`config.mk`:
```
export PLATFORM = sky130hd
export DESIGN_NAME = ball_pos_ctrl_flat
export DESIGN_NICKNAME = d
export VERILOG_FILES = /design/src/rtl/ball_pos_ctrl_if.sv /design/src/rtl/ball_pos_ctrl.sv /design/src/flat_wrapper.sv
export SDC_FILE = /design/constraint.sdc
export NUM_CORES = 1
export LEC_CHECK = 0
export ABC_AREA = 1
export BUFFER_PORTS_ARGS = -buffer_cell sky130_fd_sc_hd__buf_2
export CAP_MARGIN = 10
export CORE_UTILIZATION = 61
export CTS_CLUSTER_SIZE = 28
export DETAILED_ROUTE_END_ITERATION = 16
export PLACE_DENSITY = 0.85
export SYNTH_ARGS = -nofsm -noshare
export SYNTH_HDL_FRONTEND = slang
export SYNTH_SLANG_ARGS = --single-unit
export TNS_END_PERCENT = 1
```
`constraint.sdc`:
```
create_clock -name clk_in -period 2.7 [get_ports clk_in]
set_input_delay 0.54 -clock clk_in [delete_from_list [all_inputs] [get_ports clk_in]]
set_output_delay 0.54 -clock clk_in [all_outputs]
set_load 0.02 [all_outputs]
```
`src/rtl/ball_pos_ctrl_if.sv`:
```
// Byte-stream link from uart_rx into ball_pos_ctrl.
// Master drives the byte and its one-cycle valid pulse.
interface ball_pos_ctrl_if;
  logic [7:0] byte_in;
  logic       byte_valid_in;

  modport master (
    output byte_in,
    output byte_valid_in
  );

  modport slave (
    input byte_in,
    input byte_valid_in
  );
endinterface

```
`src/rtl/ball_pos_ctrl.sv`:
```
// Parses HEADER/X/Y[/SUM] packets and commits clamped positions on nf_in.
// Define CHECKSUM_EN for 4-byte packets with an X^Y checksum byte.
module ball_pos_ctrl #(
  parameter logic [7:0]  HEADER         = 8'hA5,
  parameter int unsigned X_MAX          = 159,
  parameter int unsigned Y_MAX          = 89,
  parameter int unsigned TIMEOUT_CYCLES = 742500,
  parameter int unsigned X_INIT         = 80,
  parameter int unsigned Y_INIT         = 45
) (
  input  logic        clk_in,
  input  logic        rst_in,
  ball_pos_ctrl_if.slave bus,
  input  logic        nf_in,
  output logic [7:0]  ballx_out,
  output logic [6:0]  bally_out,
  output logic        pending_out,
  output logic        pkt_err_out,
  output logic [7:0]  pkt_ok_count_out
);

  localparam int CW = $clog2(TIMEOUT_CYCLES + 1);
  localparam logic [CW-1:0] TO_LAST = CW'(TIMEOUT_CYCLES - 1);
  localparam logic [7:0] XM = 8'(X_MAX);
  localparam logic [7:0] YM = 8'(Y_MAX);

  typedef enum logic [1:0] {
    IDLE,
    GET_X,
    GET_Y,
    GET_SUM
  } state_t;

  state_t        r_state;
  state_t        w_state_nxt;
  logic [CW-1:0] r_cnt;
  logic [7:0]    r_x;
  logic [7:0]    r_px;
  logic [6:0]    r_py;
  logic          w_x_ld;
  logic          w_done;
  logic          w_err;
  logic [7:0]    w_fy;
  logic [7:0]    w_cx;
  logic [7:0]    w_cy;

`ifdef CHECKSUM_EN
  logic [7:0]    r_y;
  logic          w_y_ld;
  assign w_fy = r_y;
`else
  assign w_fy = bus.byte_in;
`endif

  assign w_cx = (r_x > XM) ? XM : r_x;
  assign w_cy = (w_fy > YM) ? YM : w_fy;

  always_comb begin
    w_state_nxt = r_state;
    w_x_ld      = 1'b0;
    w_done      = 1'b0;
    w_err       = 1'b0;
`ifdef CHECKSUM_EN
    w_y_ld      = 1'b0;
`endif
    if (bus.byte_valid_in) begin
      unique case (r_state)
        IDLE: begin
          if (bus.byte_in == HEADER)
            w_state_nxt = GET_X;
        end
        GET_X: begin
          w_x_ld      = 1'b1;
          w_state_nxt = GET_Y;
        end
`ifdef CHECKSUM_EN
        GET_Y: begin
          w_y_ld      = 1'b1;
          w_state_nxt = GET_SUM;
        end
        GET_SUM: begin
          w_state_nxt = IDLE;
          if (bus.byte_in == (r_x ^ r_y))
            w_done = 1'b1;
          else
            w_err  = 1'b1;
        end
`else
        GET_Y: begin
          w_done      = 1'b1;
          w_state_nxt = IDLE;
        end
`endif
        default: w_state_nxt = IDLE;
      endcase
    end else if (r_state != IDLE && r_cnt == TO_LAST) begin
      // A byte in the expiry cycle takes the branch above instead
      w_state_nxt = IDLE;
      w_err       = 1'b1;
    end
  end

  always_ff @(posedge clk_in) begin
    if (rst_in) begin
      r_state          <= IDLE;
      r_cnt            <= '0;
      r_x              <= '0;
`ifdef CHECKSUM_EN
      r_y              <= '0;
`endif
      r_px             <= '0;
      r_py             <= '0;
      ballx_out        <= 8'(X_INIT);
      bally_out        <= 7'(Y_INIT);
      pending_out      <= 1'b0;
      pkt_err_out      <= 1'b0;
      pkt_ok_count_out <= '0;
    end else begin
      r_state     <= w_state_nxt;
      pkt_err_out <= w_err;
      if (bus.byte_valid_in || w_state_nxt == IDLE)
        r_cnt <= '0;
      else
        r_cnt <= r_cnt + CW'(1);
      if (w_x_ld)
        r_x <= bus.byte_in;
`ifdef CHECKSUM_EN
      if (w_y_ld)
        r_y <= bus.byte_in;
`endif
      // Commit sees the pend values from before any same-cycle packet
      if (nf_in && pending_out) begin
        ballx_out <= r_px;
        bally_out <= r_py;
      end
      if (w_done) begin
        r_px             <= w_cx;
        r_py             <= w_cy[6:0];
        pending_out      <= 1'b1;
        pkt_ok_count_out <= pkt_ok_count_out + 8'd1;
      end else if (nf_in) begin
        pending_out <= 1'b0;
      end
    end
  end

endmodule
```
`src/flat_wrapper.sv`:
```
// flat-port wrapper written by rule: the top's interface ports become plain ports
module ball_pos_ctrl_flat 
#(
  parameter logic [7:0]  HEADER         = 8'hA5,
  parameter int unsigned X_MAX          = 159,
  parameter int unsigned Y_MAX          = 89,
  parameter int unsigned TIMEOUT_CYCLES = 742500,
  parameter int unsigned X_INIT         = 80,
  parameter int unsigned Y_INIT         = 45
)
  (clk_in, rst_in, nf_in, ballx_out, bally_out, pending_out, pkt_err_out, pkt_ok_count_out, bus_byte_in, bus_byte_valid_in);
  ball_pos_ctrl_if bus_i ();
  input  logic clk_in;
  input  logic rst_in;
  input  logic nf_in;
  output logic [7:0] ballx_out;
  output logic [6:0] bally_out;
  output logic pending_out;
  output logic pkt_err_out;
  output logic [7:0] pkt_ok_count_out;
  input wire logic [$bits(bus_i.byte_in)-1:0] bus_byte_in;
  input wire logic [$bits(bus_i.byte_valid_in)-1:0] bus_byte_valid_in;
  assign bus_i.byte_in = bus_byte_in;
  assign bus_i.byte_valid_in = bus_byte_valid_in;
  ball_pos_ctrl #(.HEADER(HEADER), .X_MAX(X_MAX), .Y_MAX(Y_MAX), .TIMEOUT_CYCLES(TIMEOUT_CYCLES), .X_INIT(X_INIT), .Y_INIT(Y_INIT)) u_core (.clk_in(clk_in), .rst_in(rst_in), .bus(bus_i), .nf_in(nf_in), .ballx_out(ballx_out), .bally_out(bally_out), .pending_out(pending_out), .pkt_err_out(pkt_err_out), .pkt_ok_count_out(pkt_ok_count_out));
endmodule
```
==> metrics.cfg, run 1 <==
[power]
cellPowerDensity_nw_per_um2=604.6
switching_share_pct=21.58
p_total_w=0.002035
irDropWorstVdd_mv=0.3690
switchingPower_w=0.0004390
internal-power_w=0.001596
p_leak_nw=1.378
seqPwrFrac_pct=50.7
clkPwrFrac_pct=47.3
comb_power_share_pct=2.0

[placement]
port_buffers=36
gp_congestion=0.9433
hpwl_um=4226
place_area_sq_um=3137

[worst_setup_path]
cp_common_cell=nor2_1
r2r_end=u_core.r_cnt[2]$_SDFF_PP0_
crit_start=u_core.r_cnt[0]$_SDFF_PP0_
cp-endpoint=u_core.r_cnt[2]$_SDFF_PP0_
crit_path_cell_trace=ha_1, inv_2, nor2_1, nand2_1, nor2_1, nand3_1, o211ai_1, inv_2, nand2_1, nor2_1
worstPathArrival_ns=2.26
slowest_stage=nand2_1
ff2ff_path_depth=10
crit_required_ns=2.92
cp-end-kind=flop
crit_fanout=20
ff2ff_setup_slack_ns=0.66
start_kind=flop
slowest_delay_ns=0.50
r2r_start=u_core.r_cnt[0]$_SDFF_PP0_
critPathKind=flop to flop

[hold_path]
hold_class=primary input to flop

[clock_network]
clock-sinks=70
cts_root_buf=clkbuf_8
ctsHtreeMaxLevel=3
cts.repair.resized=0
cts_setup_buffers=0
clk_pin_slew_ns=0.08
clk_latency_ns=0.35
hold_buffers=0
cts_tree=built
cts_buffers=9
clock_path_buffers=2

[timing]
finalSetupTns_ns=0
maxSlewViolCount=0
period_needed_ns=2.042
max_slew_margin_pct=49.47
final-hold-violation-count=0
fmax_ghz=0.4896
min_period_over_period_pct=75.65
setup_viol=0
rsz0062_at_grt=no
clock_skew_ns=0.01040
hold_ws_ns=0.4042
worst_pin_slew_ns=0.7538

[yosys]
ys_seq_area_share_pct=47.66
synth.net_count=408
syn_area_per_cell_sq_um=7.463
synthTopCellsByArea=dfxtp_1, nor2_1, nand2_1, o21ai_0, inv_1
synth.distinct_cells=27
yosysWarnings=0
syn_inst=394
synth_top_area_share_pct=47.66
ys_seq_elements=70
synth_top_cell_by_area=dfxtp_1
syn-cell-area_sq_um=2940

[route]
viasPerCell=5.348
drc=0
via_count=2599
first_pass_iters=5
ant_nets=0
first_iter_violations=182
drt_wl_total_um=6160
drt-wirelength-per-cell_um=12.67

[floorplan]
row_count=24
die_area_sq_um=5102
die_y_um=71.43
die_w_um=71.43
initial_core_util_pct=65.28
core_sq_um=4504
pin_count=37

[grt]
antenna_found_initial=0
grt_first_pass_wirelength_um=10430
grt_overflow=0
groute.usage.overall_pct=26.23
grt_start_max_net_pins=41
grt_pass1_vias=2408

[cells_and_area]
design_area_sq_um=3366
final_util_pct=74.72
layout.nets=443
layout-drive-gt1-share_pct=15.67
syn_to_final_growth_pct=14.47
n_antenna_cell=0

[run_status]
status=complete, no violations

[run]
cap_violations=0

## critical path, delay by kind of cell (launching register included)
family	cells	cell delay, ns
AND/OR/NAND/NOR	6	1.08
AO/OA/AOI/OAI	1	0.12
adder cells (fa/ha/maj)	1	0.22
flip-flops	1	0.38
buffers and inverters	2	0.11
## sequential cells by signal, summed over array words and instances (netlist names), 2 cells and up
| signal | cells |
|---|---|
| u_core.r_cnt | 20 |
| u_core.ballx_out | 8 |
| u_core.pkt_ok_count_out | 8 |
| u_core.r_px | 8 |
| u_core.r_x | 8 |
| u_core.bally_out | 7 |
| u_core.r_py | 7 |
| u_core.r_state | 2 |
## layout make-up
type	instances	area [sq um]
Clock buffer	10	137.6
Clock inverter	6	91.34
Fill cell	360	1139
Inverter	46	172.7
Multi-Input combinational cell	264	1303
Sequential cell	70	1401
Tap cell	52	65.06
Timing Repair Buffer	38	195.2
## synthesized netlist by cell type
| library cell | number |
|---|---|
| a31oi_1 | 2 |
| inv_2 | 2 |
| nor2_2 | 4 |
| xor2_1 | 12 |
| nand3_1 | 18 |
| nand2_1 | 50 |
| nor4_1 | 2 |
| nand3_2 | 1 |
| o21ai_1 | 1 |
| a21oi_1 | 24 |
| a22oi_1 | 1 |
| xnor2_1 | 6 |
| nand2_2 | 2 |
| buf_4 | 2 |
| nor2_1 | 82 |
| dfxtp_1 | 70 |
| nor3_2 | 4 |
| o21ai_0 | 35 |
| inv_1 | 44 |
| nand4_1 | 4 |
| nor3_4 | 1 |
| nor3b_1 | 1 |
| o211ai_1 | 2 |
| buf_2 | 3 |
| nor3_1 | 10 |
| clkbuf_1 | 9 |
| ha_1 | 2 |
## per-layer routing
metal / share of wire [%] / track usage (%)
met1: 45 / 33.12
met2: 48 / 42.65
met3: 4.8 / 4.923
met4: 2.2 / 14.22
met5: 0 / 0
## kinds of logic after synthesis
family / Yosys count / synth area share [%]
buffers and inverters: 60 / 8.042
AOI/OAI and AO/OA: 65 / 11.40
and+or+nand+nor: 179 / 26.68
xor gates and xnor gates: 18 / 5.362
adders and majority gates: 2 / 0.8509
DFF: 70 / 47.66
## per-stage QoR
| stage | instances | worst slack, ns |
|---|---|---|
| global placement | 470 | 0.7697 |
| floorplan | 394 | 1.246 |
| finish | 486 | 0.6575 |
| CTS | 486 | 0.6620 |
| global route | 486 | 0.4705 |
| detailed placement | 470 | 0.7162 |
## power groups by stage
stage | clock (W) | sequential [W] | combinational, W
floorplan | 0 | 0.00106 | 0.0000218
global placement | 0 | 0.00106 | 0.0000404
detailed placement | 0 | 0.00106 | 0.0000407
CTS | 0.000976 | 0.00103 | 0.0000410
global route | 0.00101 | 0.00103 | 0.0000460
finish | 0.000962 | 0.00103 | 0.0000410
## placed cells by master, fill, tap and decap left out
master,netlist,final
nor3_4,1,1
clkbuf_8,0,10
nand4_1,4,4
o211ai_1,2,2
nand3_2,1,1
nor3_1,10,10
bufinv_16,0,2
nor2_1,82,82
xnor2_1,6,6
inv_6,0,2
nor3b_1,1,1
clkinv_2,0,1
nand3_1,18,18
a21oi_1,24,24
nand2_1,50,50
dfxtp_1,70,70
clkinv_4,0,1
buf_4,2,2
ha_1,2,2
o21ai_1,1,1
xor2_1,12,12
o21ai_0,35,35
nor4_1,2,2
nor3_2,4,4
buf_2,3,36
a31oi_1,2,2
inv_1,44,44
nand2_2,2,2
inv_2,2,2
a22oi_1,1,1
nor2_2,4,4
## worst min path at each step
stage	slack, ns	endpoint	startpoint	cells past startpoint
floorplan	0.42	u_core.ballx_out[4]$_SDFFE_PP1P_	u_core.r_px[4]$_SDFFE_PP0P_	2
global placement	0.43	u_core.ballx_out[6]$_SDFFE_PP1P_	u_core.r_px[6]$_SDFFE_PP0P_	2
detailed placement	0.45	u_core.ballx_out[6]$_SDFFE_PP1P_	u_core.r_px[6]$_SDFFE_PP0P_	2
CTS	0.40	u_core.pkt_err_out$_SDFF_PP0_	bus_byte_valid_in	2
global route	0.40	u_core.pkt_err_out$_SDFF_PP0_	bus_byte_valid_in	2
finish	0.40	u_core.pkt_err_out$_SDFF_PP0_	bus_byte_valid_in	2
Note: power is estimated with default switching activity, not from simulation.
==> inputs of run 2 (changes only) <==
CORE_UTILIZATION = 57   (was 61)
PLACE_DENSITY = 0.81   (was 0.85)
clock period = 2 ns   (was 2.7 ns; I/O delays follow)
==> run 2 against run 1 <==
Against the previous run: register-to-register slack lost 0.35 ns; clock skew is 0.0049 ns lower; die area increased by 6.8%; sequential share of layout area fell by 0.20 points; fmax grew 20%; flip-flop and latch count unchanged; utilization decreased by 5.0 points; sequential power up 35%; critical path type unchanged; largest cell class unchanged.
==> metrics.cfg, run 2 (synthesized netlist as in run 1, its figures left out) <==
[run_status]
status=complete, no violations  ; unchanged

[timing]
finalSetupTns_ns=0  ; unchanged
max_slew_margin_pct=60.45  ; was 49.47%
final-hold-violation-count=0  ; unchanged
fmax_ghz=0.5893  ; was 0.4896 GHz
rsz0062_at_grt=no  ; unchanged
clock_skew_ns=0.005548  ; was 0.01040 ns
min_period_over_period_pct=84.84  ; was 75.65%
worst_pin_slew_ns=0.5893  ; was 0.7538 ns
setup_viol=0  ; unchanged
maxSlewViolCount=0  ; unchanged
period_needed_ns=1.697  ; was 2.042 ns

[clock_network]
cts_root_buf=clkbuf_8  ; unchanged
cts_tree=built  ; unchanged
clock_path_buffers=2  ; unchanged
hold_buffers=0  ; unchanged
cts_buffers=9  ; unchanged
clock-sinks=70  ; unchanged
clk_latency_ns=0.34  ; was 0.35 ns
clk_pin_slew_ns=0.07  ; was 0.08 ns
cts.repair.resized=0  ; unchanged
cts_setup_buffers=0  ; unchanged
ctsHtreeMaxLevel=3  ; unchanged

[route]
viasPerCell=5.115  ; was 5.348
first_pass_iters=4  ; was 5
drc=0  ; unchanged
drt_wl_total_um=5960  ; was 6160 um
ant_nets=0  ; unchanged
via_count=2578  ; was 2599
drt-wirelength-per-cell_um=11.83  ; was 12.67 um
first_iter_violations=152  ; was 182

[grt]
antenna_found_initial=0  ; unchanged
grt_first_pass_wirelength_um=10290  ; was 10430 um
grt_pass1_vias=2374  ; was 2408
grt_start_max_net_pins=30  ; was 41
grt_overflow=0  ; unchanged
groute.usage.overall_pct=24.73  ; was 26.23%

[cells_and_area]
layout.nets=447  ; was 443
design_area_sq_um=3382  ; was 3366 sq um
largest_reg_flops=20  ; unchanged
layout-drive-gt1-share_pct=16.25  ; was 15.67%
final_util_pct=69.75  ; was 74.72%
n_fill_cell=408  ; was 360
n_antenna_cell=0  ; unchanged
mostFrequentLayoutCells=nor2_1, dfxtp_1, nand2_1, inv_1, buf_2  ; unchanged
syn_to_final_growth_pct=15.02  ; was 14.47%
final_common_cell=nor2_1  ; unchanged
top_register=u_core.r_cnt  ; unchanged

[floorplan]
die_w_um=73.82  ; was 71.43 um
die_area_sq_um=5449  ; was 5102 sq um
initial_core_util_pct=60.65  ; was 65.28%
die_y_um=73.82  ; was 71.43 um
row_count=25  ; was 24
pin_count=37  ; unchanged
core_sq_um=4848  ; was 4504 sq um

[hold_path]
hold_class=primary input to flop  ; unchanged

[worst_setup_path]
crit_path_cell_trace=ha_1, inv_2, nor2_1, nand2_1, nor2_1, nand3_1, o211ai_1, inv_2, nand2_1, buf_4, nor2_1  ; was ha_1, inv_2, nor2_1, nand2_1, nor2_1, nand3_1, o211ai_1, inv_2, nand2_1, nor2_1
slowest_stage=dfxtp_1  ; was nand2_1
crit_required_ns=2.23  ; was 2.92 ns
critPathKind=flop to flop  ; unchanged
crit_fanout=20  ; unchanged
path_delay_family=simple AND/OR/NAND/NOR gates  ; unchanged
slowest_delay_ns=0.37  ; was 0.50 ns
cp_common_cell=nor2_1  ; unchanged
path_buf_inv=3  ; was 2
worstPathArrival_ns=1.93  ; was 2.26 ns
cp-end-kind=flop  ; unchanged
start_kind=flop  ; unchanged

[run]
cap_violations=0  ; unchanged

[placement]
hpwl_um=4174  ; was 4226 um
port_buffers=36  ; unchanged
place_area_sq_um=3198  ; was 3137 sq um
gp_congestion=0.9285  ; was 0.9433

[power]
irDropWorstVdd_mv=0.3735  ; was 0.3690 mV
cellPowerDensity_nw_per_um2=735.7  ; was 604.6 nW/um^2
p_leak_nw=1.383  ; was 1.378 nW

==> run 2: cell types whose count changed in the layout (fill, tap and decap cells not counted), sizes merged <==
cell,before,now
clkbuf,10,12
bufinv,2,0
inv,48,46
buf,38,42
clkinv,2,3
==> run 2: path summary, 6_finish.rpt <==
kind | start | to | slack [ns] | depth (start not counted)
min | bus_byte_valid_in | u_core.pkt_err_out$_SDFF_PP0_ | 0.27 | 2
min reg2reg | u_core.r_px[6]$_SDFFE_PP0P_ | u_core.ballx_out[6]$_SDFFE_PP1P_ | 0.46 | 2
max reg2reg | u_core.r_cnt[0]$_SDFF_PP0_ | u_core.r_cnt[6]$_SDFF_PP0_ | 0.30 | 11
max | u_core.r_cnt[0]$_SDFF_PP0_ | u_core.r_cnt[6]$_SDFF_PP0_ | 0.30 | 11
==> run 2: power by group <==
group	total [W]	switching (W)	internal (W)
clock	0.00104	0.000494	0.000542
combinational	0.0000578	0.0000380	0.0000198
sequential	0.00139	0.000000216	0.00139
total	0.00249	0.000532	0.00196
==> run 2: metal layers <==
layer | global-route usage (%) | wire [um] | vias up
met4 | 11.97 | 81 | 0
met3 | 4.664 | 272 | 13
met5 | 0 | 0 | -
met1 | 30.99 | 2779 | 1164
met2 | 40.77 | 2826 | 63
li1 | - | - | 1338
==> run 2: worst reg2reg max path, delay by kind of cell, from the launching register on <==
kind,cells,cell delay [ns]
and+or+nand+nor,6,0.54
adders and majority gates,1,0.21
DFF,1,0.37
buffers and inverters,3,0.35
AOI/OAI and AO/OA,1,0.13
==> run 2: layout make-up <==
| cell class | count | area, sq um | area share [%] |
|---|---|---|---|
| clock buffers | 12 | 165.2 | 4.883 |
| inverters | 46 | 172.7 | 5.105 |
| repair buffers | 42 | 237.7 | 7.029 |
| flip-flops and latches | 70 | 1401 | 41.44 |
| clock inverters | 3 | 18.77 | 0.5549 |
| multi-input cells | 264 | 1303 | 38.51 |
| well taps | 67 | 83.83 | 2.479 |
==> run 2: metrics by stage <==
| step | cells | total power [W] | hold WS (ns) | setup slack (ns) |
|---|---|---|---|---|
| after floorplan | 394 | 0.001455 | 0.4236 | 0.5457 |
| after global placement | 489 | 0.001483 | 0.4320 | 0.3716 |
| after detailed placement | 489 | 0.001483 | 0.4422 | 0.3013 |
| after CTS | 504 | 0.002505 | 0.2620 | 0.2967 |
| after global routing | 504 | 0.002564 | 0.3000 | 0.06871 |
| final | 504 | 0.002488 | 0.2671 | 0.3031 |
==> inputs of run 3 (changes only) <==
ABC_AREA = 0   (was 1)
CORE_UTILIZATION = 56   (was 57)
PLACE_DENSITY = 0.8   (was 0.81)
clock period = 1.7 ns   (was 2 ns; I/O delays follow)
==> run 3 against run 2 <==
Against the previous run: flip-flop and latch count unchanged; global-route usage increased by 1.1 points; worst hold slack got worse by 0.035 ns; total power increased by 34%.
==> metrics.cfg, run 3 <==
[run_status]
status=complete, no violations  ; unchanged

[worst_setup_path]
crit_fanout=3  ; was 20
worstPathArrival_ns=1.93  ; about the same
start_kind=flop  ; unchanged
cp-end-kind=flop  ; unchanged
crit_path_cell_trace=ha_4, nor4b_4, nand4_1, or4_4, a31o_1  ; was ha_1, inv_2, nor2_1, nand2_1, nor2_1, nand3_1, o211ai_1, inv_2, nand2_1, buf_4, nor2_1
slowest_delay_ns=0.47  ; was 0.37 ns
critPathKind=flop to flop  ; unchanged
crit_required_ns=1.94  ; was 2.23 ns
slowest_stage=or4_4  ; was dfxtp_1

[floorplan]
die_w_um=73.06  ; was 73.82 um
die_area_sq_um=5338  ; was 5449 sq um
core_sq_um=4786  ; was 4848 sq um
die_y_um=73.06  ; was 73.82 um
pin_count=37  ; unchanged
row_count=25  ; unchanged
initial_core_util_pct=59.08  ; was 60.65%

[timing]
maxSlewViolCount=0  ; unchanged
max_slew_margin_pct=63.52  ; was 60.45%
setup_viol=0  ; unchanged
rsz0062_at_grt=yes  ; was no
fmax_ghz=0.5937  ; was 0.5893 GHz
min_period_over_period_pct=99.09  ; was 84.84%
hold_ws_ns=0.2324  ; was 0.2671 ns
final-hold-violation-count=0  ; unchanged
clock_skew_ns=0.006938  ; was 0.005548 ns
worst_pin_slew_ns=0.5456  ; was 0.5893 ns
period_needed_ns=1.684  ; was 1.697 ns

[clock_network]
cts_root_buf=clkbuf_8  ; unchanged
cts_tree=built  ; unchanged
clock-sinks=70  ; unchanged
clk_latency_ns=0.35  ; was 0.34 ns
cts_buffers=9  ; unchanged
clk_pin_slew_ns=0.08  ; was 0.07 ns
ctsHtreeMaxLevel=3  ; unchanged
clock_path_buffers=2  ; unchanged

[cells_and_area]
mostFrequentLayoutCells=dfxtp_1, nor2_1, nand2_1, buf_2, a21oi_1  ; was nor2_1, dfxtp_1, nand2_1, inv_1, buf_2
largest_reg_flops=20  ; unchanged
top_register=u_core.r_cnt  ; unchanged
final_common_cell=dfxtp_1  ; was nor2_1
n_antenna_cell=0  ; unchanged
syn_to_final_growth_pct=23.01  ; was 15.02%
fin_cells=449  ; was 504
layout.nets=391  ; was 447
layout-drive-gt1-share_pct=20.94  ; was 16.25%

[yosys]
synthFlopType=dfxtp_1  ; unchanged
synthAdderAreaFrac_pct=0.8850  ; was 0.8511%
syn-cell-area_sq_um=2828  ; was 2940 sq um
synth_xor_area_share_pct=6.195  ; was 5.362%
yosys.area_share.simple_pct=30.04  ; was 26.68%
syn_area_per_cell_sq_um=8.621  ; was 7.463 sq um
synth_top_cell_by_area=dfxtp_1  ; unchanged
synthMuxAreaShare_pct=2.832  ; was 0%
yosysWarnings=0  ; unchanged
synthTopCellsByCount=dfxtp_1, nor2_1, nand2_1, a21oi_1, clkbuf_1  ; was nor2_1, dfxtp_1, nand2_1, inv_1, o21ai_0
syn_inst=328  ; was 394
ys_seq_elements=70  ; unchanged
synth_edf_count=0  ; unchanged
synthTopCellsByArea=dfxtp_1, nor2_1, nand2_1, a21oi_1, xnor2_1  ; was dfxtp_1, nor2_1, nand2_1, o21ai_0, inv_1
synth_top_family_by_area=simple AND/OR/NAND/NOR gates  ; unchanged
synth_most_common_cell=dfxtp_1  ; was nor2_1
synth.net_count=342  ; was 408
synth_top_area_share_pct=49.56  ; was 47.66%
ys_seq_area_share_pct=49.56  ; was 47.66%
synth.distinct_cells=38  ; was 27
synthArstFlopShare_pct=0  ; unchanged
synth-compound-area-share_pct=7.743  ; was 11.40%

[route]
ant_nets=0  ; unchanged
first_pass_iters=4  ; unchanged
drt-wirelength-per-cell_um=14.01  ; was 11.83 um
drc=0  ; unchanged
via_count=2464  ; was 2578
drt_wl_total_um=6290  ; was 5960 um
viasPerCell=5.488  ; was 5.115
first_iter_violations=230  ; was 152

[power]
internal-power_w=0.002638  ; was 0.001956 W
comb_power_share_pct=1.8  ; was 2.3%
irDropWorstVdd_mv=0.7136  ; was 0.3735 mV
p_leak_nw=1.370  ; was 1.383 nW
seqPwrFrac_pct=49.2  ; was 56.0%
clkPwrFrac_pct=49.1  ; was 41.7%
switching_share_pct=20.85  ; was 21.40%
cellPowerDensity_nw_per_um2=958.2  ; was 735.7 nW/um^2
switchingPower_w=0.0006950  ; was 0.0005323 W

[run]
cap_violations=0  ; unchanged

[grt]
grt_first_pass_wirelength_um=10390  ; was 10290 um
antenna_found_initial=0  ; unchanged
grt_start_max_net_pins=41  ; was 30
grt_overflow=0  ; unchanged
grt_pass1_vias=2305  ; was 2374
groute.usage.overall_pct=25.84  ; was 24.73%

[placement]
gp_congestion=0.8743  ; was 0.9285
placed_cells=433  ; was 489
port_buffers=36  ; unchanged
hpwl_um=4193  ; was 4174 um

[hold_path]
hold_class=primary input to flop  ; unchanged

[run 3: logic make-up (layout without fill, tap and decap cells)]
family	Yosys count	count (layout)
compound gates	37	37
mux	8	8
simple gates	171	171
fa+ha+maj	2	2
flops	70	70
buf+inv	20	74
xor+xnor	20	20
[run 3: worst paths after layout]
| check | startpoint | to | slack (ns) | cells after the start |
|---|---|---|---|---|
| worst max-delay path | u_core.r_cnt[1]$_SDFF_PP0_ | u_core.r_state[0]$_SDFF_PP0_ | 0.02 | 5 |
| worst min-delay path | bus_byte_valid_in | u_core.pkt_err_out$_SDFF_PP0_ | 0.23 | 2 |
| worst max register to register | u_core.r_cnt[1]$_SDFF_PP0_ | u_core.r_state[0]$_SDFF_PP0_ | 0.02 | 5 |
| worst min register to register | u_core.ballx_out[7]$_SDFFE_PP0P_ | u_core.ballx_out[7]$_SDFFE_PP0P_ | 0.45 | 2 |
[run 3: worst max-delay path: cells and delay by family (launching register included)]
| family | cells | cell delay (ns) |
|---|---|---|
| DFF | 1 | 0.36 |
| and+or+nand+nor | 3 | 0.87 |
| AOI/OAI and AO/OA | 1 | 0.22 |
| adders and majority gates | 1 | 0.13 |
[run 3: cell type report]
class                           count  area [sq um]
Sequential cell                    70          1405
Inverter                            4         15.01
Tap cell                           67         83.83
Fill cell                         368          1308
Timing Repair Buffer               54         331.6
Multi-Input combinational cell    238          1396
Clock inverter                      7         122.6
Clock buffer                        9         123.9
[run 3: per-stage QoR]
step / utilization (%) / cell area (sq um) / setup TNS [ns] / power (W) / setup WS, ns
floorplan: - / 2830 / 0 / 0.001703 / 0.08203
finish: 72.68 / 3478 / 0 / 0.003333 / 0.01553
global route: 72.68 / 3478 / -0.04604 / 0.003429 / -0.04604
detailed placement: 66.59 / 3187 / -0.2669 / 0.001735 / -0.02732
global placement: 66.59 / 3187 / 0 / 0.001736 / 0.07991
CTS: 72.18 / 3455 / 0 / 0.003358 / 0.03642
[run 3: power by group through the flow]
stage / clock network, W / registers [W] / logic [W]
2_1_floorplan: 0 / 0.00168 / 0.0000259
3_3_place_gp: 0 / 0.00168 / 0.0000586
3_5_place_dp: 0 / 0.00168 / 0.0000583
4_1_cts: 0.00166 / 0.00164 / 0.0000583
5_1_grt: 0.00173 / 0.00164 / 0.0000642
6_report: 0.00164 / 0.00164 / 0.0000591
[run 3: layer usage]
layer | part of all wire, % | wire [um] | global-route usage (%) | up-vias
met5 | 0 | 0 | 0 | -
met4 | 2.7 | 172 | 12.85 | 0
li1 | - | - | - | 1228
met1 | 43 | 2733 | 29.87 | 1159
met3 | 3.9 | 246 | 7.182 | 18
met2 | 50 | 3137 | 43.72 | 59
[run 3: timing repair]
action | 4_1_cts | 5_1_grt
pin swaps | 0 | 2
setup buffers | 0 | 0
gates cloned | 0 | 0
gates resized for setup | 4 | 5
hold buffers | 0 | 0
endpoints found under the setup margin | 13 | 20
